===== src/rtl/cordic_pkg.sv =====
// Shared definitions for the sequential CORDIC rotator.
//   state_e   : controller states (idle / iterating / result held)
//   DefW      : default data and angle width
//   DefIter   : default number of micro-rotations per operation
//   atan_lut  : arctangent of 2^-i, angle LSB = pi/16 rad
package cordic_pkg;

  localparam int unsigned DefW    = 4;
  localparam int unsigned DefIter = 4;

  typedef enum logic [1:0] {
    StIdle = 2'd0,
    StRun  = 2'd1,
    StDone = 2'd2
  } state_e;

  // atan(2^-i) rounded to pi/16 units: 45, 26.6, 14.0, 7.1 degrees.
  function automatic logic [7:0] atan_lut(input logic [1:0] idx);
    logic [7:0] val;
    unique case (idx)
      2'd0:    val = 8'd4;
      2'd1:    val = 8'd2;
      2'd2:    val = 8'd1;
      default: val = 8'd1;
    endcase
    return val;
  endfunction

endpackage


===== src/rtl/cordic_var_shifter.sv =====
// Variable arithmetic right shift (sign fill).
//   data_i  : W-bit two's-complement operand
//   shamt_i : shift amount 0..3
//   data_o  : data_i >>> shamt_i
module cordic_var_shifter #(
  parameter int unsigned W = 4
) (
  input  logic signed [W-1:0] data_i,
  input  logic        [1:0]   shamt_i,
  output logic signed [W-1:0] data_o
);

  assign data_o = data_i >>> shamt_i;

endmodule


===== src/rtl/cordic_seq_ctrl.sv =====
// Sequential rotation-mode CORDIC: one micro-rotation per clock.
//   clk, rst              : clock, asynchronous active-high reset
//   in_valid / in_ready   : operand handshake (ready only when idle)
//   X_in, Y_in, Z_in      : start vector and angle (angle LSB = pi/16 rad)
//   out_valid / out_ready : result handshake (valid only when done)
//   X_out, Y_out, Z_out   : working registers, meaningful while out_valid
//   busy                  : operation in progress or result pending
//   iter_idx              : current shift amount
module cordic_seq_ctrl
  import cordic_pkg::*;
#(
  parameter int unsigned W    = DefW,
  parameter int unsigned ITER = DefIter
) (
  input  logic         clk,
  input  logic         rst,
  input  logic         in_valid,
  output logic         in_ready,
  input  logic [W-1:0] X_in,
  input  logic [W-1:0] Y_in,
  input  logic [W-1:0] Z_in,
  output logic         out_valid,
  input  logic         out_ready,
  output logic [W-1:0] X_out,
  output logic [W-1:0] Y_out,
  output logic [W-1:0] Z_out,
  output logic         busy,
  output logic [1:0]   iter_idx
);

  localparam logic [1:0] IterLast = 2'(ITER - 1);

  state_e state_q, state_d;
  logic [1:0] iter_q, iter_d;
  logic signed [W-1:0] x_q, x_d;
  logic signed [W-1:0] y_q, y_d;
  logic signed [W-1:0] z_q, z_d;

  logic signed [W-1:0] x_sh, y_sh;
  logic signed [W-1:0] atan_w;
  logic                rot_pos;

  cordic_var_shifter #(
    .W(W)
  ) u_shift_x (
    .data_i (x_q),
    .shamt_i(iter_q),
    .data_o (x_sh)
  );

  cordic_var_shifter #(
    .W(W)
  ) u_shift_y (
    .data_i (y_q),
    .shamt_i(iter_q),
    .data_o (y_sh)
  );

  assign atan_w  = W'(atan_lut(iter_q));
  // Rotate counter-clockwise while the residual angle is non-negative.
  assign rot_pos = ~z_q[W-1];

  always_comb begin
    state_d = state_q;
    iter_d  = iter_q;
    x_d     = x_q;
    y_d     = y_q;
    z_d     = z_q;
    unique case (state_q)
      StIdle: begin
        if (in_valid) begin
          x_d     = X_in;
          y_d     = Y_in;
          z_d     = Z_in;
          iter_d  = 2'd0;
          state_d = StRun;
        end
      end
      StRun: begin
        if (rot_pos) begin
          x_d = x_q - y_sh;
          y_d = y_q + x_sh;
          z_d = z_q - atan_w;
        end else begin
          x_d = x_q + y_sh;
          y_d = y_q - x_sh;
          z_d = z_q + atan_w;
        end
        iter_d = iter_q + 2'd1;
        if (iter_q == IterLast) begin
          iter_d  = 2'd0;
          state_d = StDone;
        end
      end
      StDone: begin
        // Always return through idle so a new accept never shares the result edge.
        if (out_ready) begin
          state_d = StIdle;
        end
      end
      default: begin
        state_d = StIdle;
        iter_d  = 2'd0;
      end
    endcase
  end

  always_ff @(posedge clk or posedge rst) begin
    if (rst) begin
      state_q <= StIdle;
      iter_q  <= 2'd0;
      x_q     <= '0;
      y_q     <= '0;
      z_q     <= '0;
    end else begin
      state_q <= state_d;
      iter_q  <= iter_d;
      x_q     <= x_d;
      y_q     <= y_d;
      z_q     <= z_d;
    end
  end

  assign in_ready  = (state_q == StIdle);
  assign out_valid = (state_q == StDone);
  assign busy      = (state_q != StIdle);
  assign iter_idx  = iter_q;
  assign X_out     = x_q;
  assign Y_out     = y_q;
  assign Z_out     = z_q;

endmodule


===== config.mk =====
export PLATFORM = sky130hd
export DESIGN_NAME = cordic_seq_ctrl
export DESIGN_NICKNAME = d
export VERILOG_FILES = /design/src/rtl/cordic_pkg.sv /design/src/rtl/cordic_var_shifter.sv /design/src/rtl/cordic_seq_ctrl.sv
export SDC_FILE = /design/constraint.sdc
export NUM_CORES = 1
export LEC_CHECK = 0
export BUFFER_PORTS_ARGS = -buffer_cell sky130_fd_sc_hd__buf_2
export CAP_MARGIN = 20
export CELL_PAD_IN_SITES_DETAIL_PLACEMENT = 1
export CELL_PAD_IN_SITES_GLOBAL_PLACEMENT = 1
export CORE_MARGIN = 3
export CORE_UTILIZATION = 40
export DETAILED_ROUTE_END_ITERATION = 8
export HOLD_SLACK_MARGIN = 0.02
export MAX_ROUTING_LAYER = met4
export PLACE_DENSITY = 0.87
export SETUP_SLACK_MARGIN = 0.5
export SYNTH_ARGS = -nofsm -noshare
export SYNTH_HDL_FRONTEND = slang
export SYNTH_SLANG_ARGS = --single-unit

===== constraint.sdc =====
create_clock -name clk -period 3.5 [get_ports clk]
set_clock_uncertainty 0.1 [all_clocks]
set_input_delay 0.7 -clock clk [delete_from_list [all_inputs] [get_ports clk]]
set_output_delay 0.7 -clock clk [all_outputs]
set_load 0.01 [all_outputs]

Word-level counts from Yosys, hierarchy flattened
Cells that the tools add are included.
- logic and storage cells: 46
- register bits after elaboration: 16
- equality and inequality tests: 7
- add/subtract/negate cells: 7
- bitwise logic cells: 1
- reductions and logical operators: 7
- muxes and demuxes: 17
- shifts and indexed selects: 2
- operators with widths (kind ; count):
    4-bit 2-to-1 mux ; 6
    4-bit case mux with 2 select lines ; 3
    4-bit adder ; 3
    2-bit case mux with 3 select lines ; 2
    4-bit subtractor ; 3
    2-bit 2-to-1 mux ; 5
    4-bit by 2-bit >>> shifter with 4-bit output ; 2
    3-bit case mux with 2 select lines ; 1
    2-bit by 1-bit == test with 1-bit output, second input constant ; 2
    2-bit == test, second input constant ; 2
    2-bit zero test ; 2
    2-bit inequality test, second input constant ; 2
    2-bit AND reduction ; 2
    2-bit nonzero test ; 2
    3-bit AND reduction ; 1
    2-bit by 1-bit adder with 2-bit output, second input constant ; 1
    2-bit by 1-bit inequality test with 1-bit output, second input constant ; 1
    1-bit inverter ; 1

Logic depth before layout (Yosys ltp)
- word-level depth: 5
- gate-level depth with buffers: 13
- depth with buffers taken out: 12

Modules after synthesis
A second synthesis with hierarchy kept.
- cell total of the unflattened synthesis: 145
- area, all modules: 1392.6 µm²
- modules (own cells, without submodules) (module ; instances ; area each (µm²) ; cells an instance ; seq. area each (µm²)):
    cordic_seq_ctrl ; 1 ; 1249.9 ; 133 ; 400.4
    cordic_var_shifter ; 2 ; 71.3 ; 6 ; 0.0

Least setup slack after synthesis
No wires, ideal clock.
- path kind: flip-flop to flip-flop
- start point: register iter_q[0] (netlist: iter_idx[0])
- end point: register x_q[3] (netlist: X_out[3])
- data arrival time: 2.375 ns
- data required time: 3.263 ns
- stages on the path, launching flop included: 12
- slack: 0.888 ns
- clock period less this slack: 2.612 ns
- setup time: 0.137 ns
- path through: dfrtp_1 > buf_2 > o31a_1 > ha_1 > inv_1 > mux2i_1 > ha_1 > a21o_1 > a21oi_1 > xnor2_1 > xnor2_1 > a21oi_1
- cells in the longest elaborated chain, start to end: 4
- ends and longest elaborated chain (what ; line ; text):
    from (decl) ; cordic_seq_ctrl.sv:34 ; logic [1:0] iter_q, iter_d;
    from (signal assigned) ; cordic_seq_ctrl.sv:117 ; iter_q <= iter_d;
    4-bit by 2-bit >>> shifter with 4-bit output * ; cordic_var_shifter.sv:13 ; assign data_o = data_i >>> shamt_i;
    4-bit subtractor / 4-bit adder (equally long branches) ; cordic_seq_ctrl.sv:81, cordic_seq_ctrl.sv:85 ;
    4-bit 2-to-1 mux * ; cordic_seq_ctrl.sv:80 ; if (rot_pos) begin
    4-bit case mux with 2 select lines * ; cordic_seq_ctrl.sv:69 ; unique case (state_q)
    to (signal assigned) ; cordic_seq_ctrl.sv:112 ; x_q <= '0;
    to (signal assigned) ; cordic_seq_ctrl.sv:118 ; x_q <= x_d;
    to (decl) ; cordic_seq_ctrl.sv:35 ; logic signed [W-1:0] x_q, x_d;
Mark *: on every way between the ends. The rest lies on a longest branch, timed or not.
A chain may end at the register's enable or synchronous reset.

Final worst setup path
- start point: register iter_q[1] (netlist: iter_idx[1])
- end point: register x_q[3] (netlist: X_out[3])
The elaborated chain is that of the path after synthesis.

==> impl_results.md <==
- CTS tree: yes
- RSZ-0062 raised after global routing: no
- GRT Residual Overflow: 0
- # clock sinks: 16
- R2R setup slack: 790 ps
- Detailed Place HPWL: 3.14 mm
- Setup violators final: 0
- Site row count: 21
- Nets: 226
- Synthesized Nets: 196
- Outcome: finished clean
- Clk root buf: clkbuf_4
- Die height: 66.2 um
- Critical path class: flop to flop
- Fin. max-slew vios: 0
- Worst-Margin Slew: 664 ps
- Max Buffers Root-to-Sink: 2
- Overall routing resource usage: 21.4%
- Vias: 1327
- Vias in the first global route: 1406
- Vias per cell: 5.62
- Hold crit path type: input port to asynchronous set/reset pin
- Final period utilization: 77.5%
- Mapped cell area: 1450 sq um
- Ys Warns: 0
- Final WL: 4.20 mm
- Initial antenna violation count: 0
- Setup TNS: 0 ps
- Minimum clock period: 2710 ps
- CP startpoint: iter_idx[1]
- Sequential-to-total area share from yosys stat: 27.6%
- Crit path cell chain: nor2b_1 > o31a_1 > ha_1 > inv_1 > mux2i_1 > ha_1 > a21o_1 > a21oi_1 > xnor2_1 > xnor2_1 > a21oi_1
- First-pass GRT wire length: 6.95 mm
- Router iterations before antenna repair: 3
- Slowest Stage Delay on Critical Path: 520 ps
- Most common cell after layout, fill and taps aside: buf_2
- Worst reg2reg path depth: 11
- Crit path max fanout: 16
- I/O Buffers: 32
- Placer Congestion: 0.805
- CP bufs+invs: 1
- RR Startpoint: iter_idx[1]
- # DRC: 0
- Layout area overhead: 14.4%
- Reg-to-reg critical path endpoint: X_out[3]
- ANT nets after route: 0
- Most frequent cells in the layout: 32 x buf_2, 15 x a21oi_1, 15 x ha_1
- Core area: 3420 sq um
- Num CTS Buffers: 3
- Clock slew at reported path FFs: 100 ps
- CP endpoint kind: flop
- Max-Cap Viols: 0
- H-Tree Depth: 1
- #FFs+latches synth: 16
- Routed WL per cell: 17.8 um
- Drt initial violations: 67
- Share of layout cells above drive strength 1: 24.2%
- Die Span X: 66.2 um
- Critical Path Stages: 11
- Crit start category: flop
- Crit path DAT: 2800 ps
- N_diodes: 0
- CP endpoint: X_out[3]
- Cell variety after synth: 36
- Initial Utilization: 42.5%
- Crit-path slowest cell: dfrtp_2
- Hold_buf cts: 0
- I/O pins: 33
- Die Area: 4380 sq um
- CP required: 3590 ps
- Post-synth EDFFs: 0
- Largest delay share family, worst path: compound AO/OA/AOI/OAI gates
- Max Freq: 0.369 GHz
- Synth Instances: 162
- Pin count of the biggest net entering global routing: 22
- Max-slew headroom: 55.7%
- Setup repair bufs after CTS: 0
- Clock Latency Late Sink: 290 ps
- Avg Cell Area, Syn: 8.95 sq um
- Fraction of registers with async set/reset: 100%
- Hold Vio Cnt, Final: 0
- Top FF cell, synth: dfrtp_1
==> registers in the layout, summed over array words and instances (netlist names) <==
name and count:
Z_out 4, iter_idx 2, X_out 4, state_q 2
Y_out 4
==> routing by layer <==
layer | track usage, % | part of all wire, % | wire [um]
met4 | 6.85 | 1.6 | 69
met3 | 2.04 | 2.6 | 110
met2 | 35.2 | 51 | 2130
met5 | - | 0 | 0
met1 | 27.7 | 45 | 1890
==> what timing repair did <==
action,in CTS,in global routing
gates resized for setup,0,2
hold endpoints to repair,0,0
setup endpoints to repair,0,2
==> synthesized netlist by cell type (3+ instances only) <==
cell type,count,area share [%]
dfrtp_1,16,28
a21oi_1,15,5.2
ha_1,15,13
inv_1,13,3.4
nor2_1,11,2.8
nand2_1,9,2.3
nor2b_1,8,3.5
xnor2_1,8,4.8
o22a_1,7,4.2
a22oi_1,4,2.1
clkbuf_1,4,1.0
mux2i_1,4,2.8
o21ai_0,4,1.4
a21o_1,3,1.6
a221oi_1,3,1.8
buf_2,3,1.0
fa_1,3,4.1
nand2b_1,3,1.3
==> cell type report <==
type | count | area (sq um)
Multi-Input combinational cell | 125 | 960
Tap cell | 46 | 57.6
Clock buffer | 3 | 22.5
Inverter | 13 | 48.8
Sequential cell | 16 | 403
Fill cell | 425 | 1760
Timing Repair Buffer | 33 | 168
==> per-stage QoR <==
| stage | worst slack (ps) | utilization, % | area (sq um) | hold WS (ps) | cells |
|---|---|---|---|---|---|
| 2_1_floorplan | 888 | - | 1450 | 492 | 162 |
| 3_3_place_gp | 838 | 47.8 | 1630 | 452 | 233 |
| 3_5_place_dp | 677 | 47.8 | 1630 | 489 | 233 |
| 4_1_cts | 644 | 48.5 | 1660 | 407 | 236 |
| 5_1_grt | 564 | 48.6 | 1660 | 421 | 236 |
| 6_report | 788 | 48.6 | 1660 | 385 | 236 |
==> cell families after synthesis <==
| family | Yosys count | share of synthesized area, % |
|---|---|---|
| compound gates | 55 | 26.6 |
| xor+xnor | 10 | 6.04 |
| mux | 6 | 4.31 |
| flops | 16 | 27.6 |
| fa+ha+maj | 18 | 17.1 |
| simple gates | 36 | 12.2 |
| buf+inv | 21 | 6.21 |
==> how the worst min path moves through the flow <==
stage,start,end,slack [ps],depth (start not counted)
5_1_grt,rst,iter_idx[0],420,2
4_1_cts,rst,state_q[1],410,2
2_1_floorplan,Z_out[0],Z_out[0],490,2
3_3_place_gp,Z_out[0],Z_out[0],450,2
3_5_place_dp,Z_out[0],Z_out[0],490,2
6_report,rst,state_q[1],380,2
Power is not shown: default switching activity piles up to over one toggle a cycle in this logic, so the estimate is an artifact.
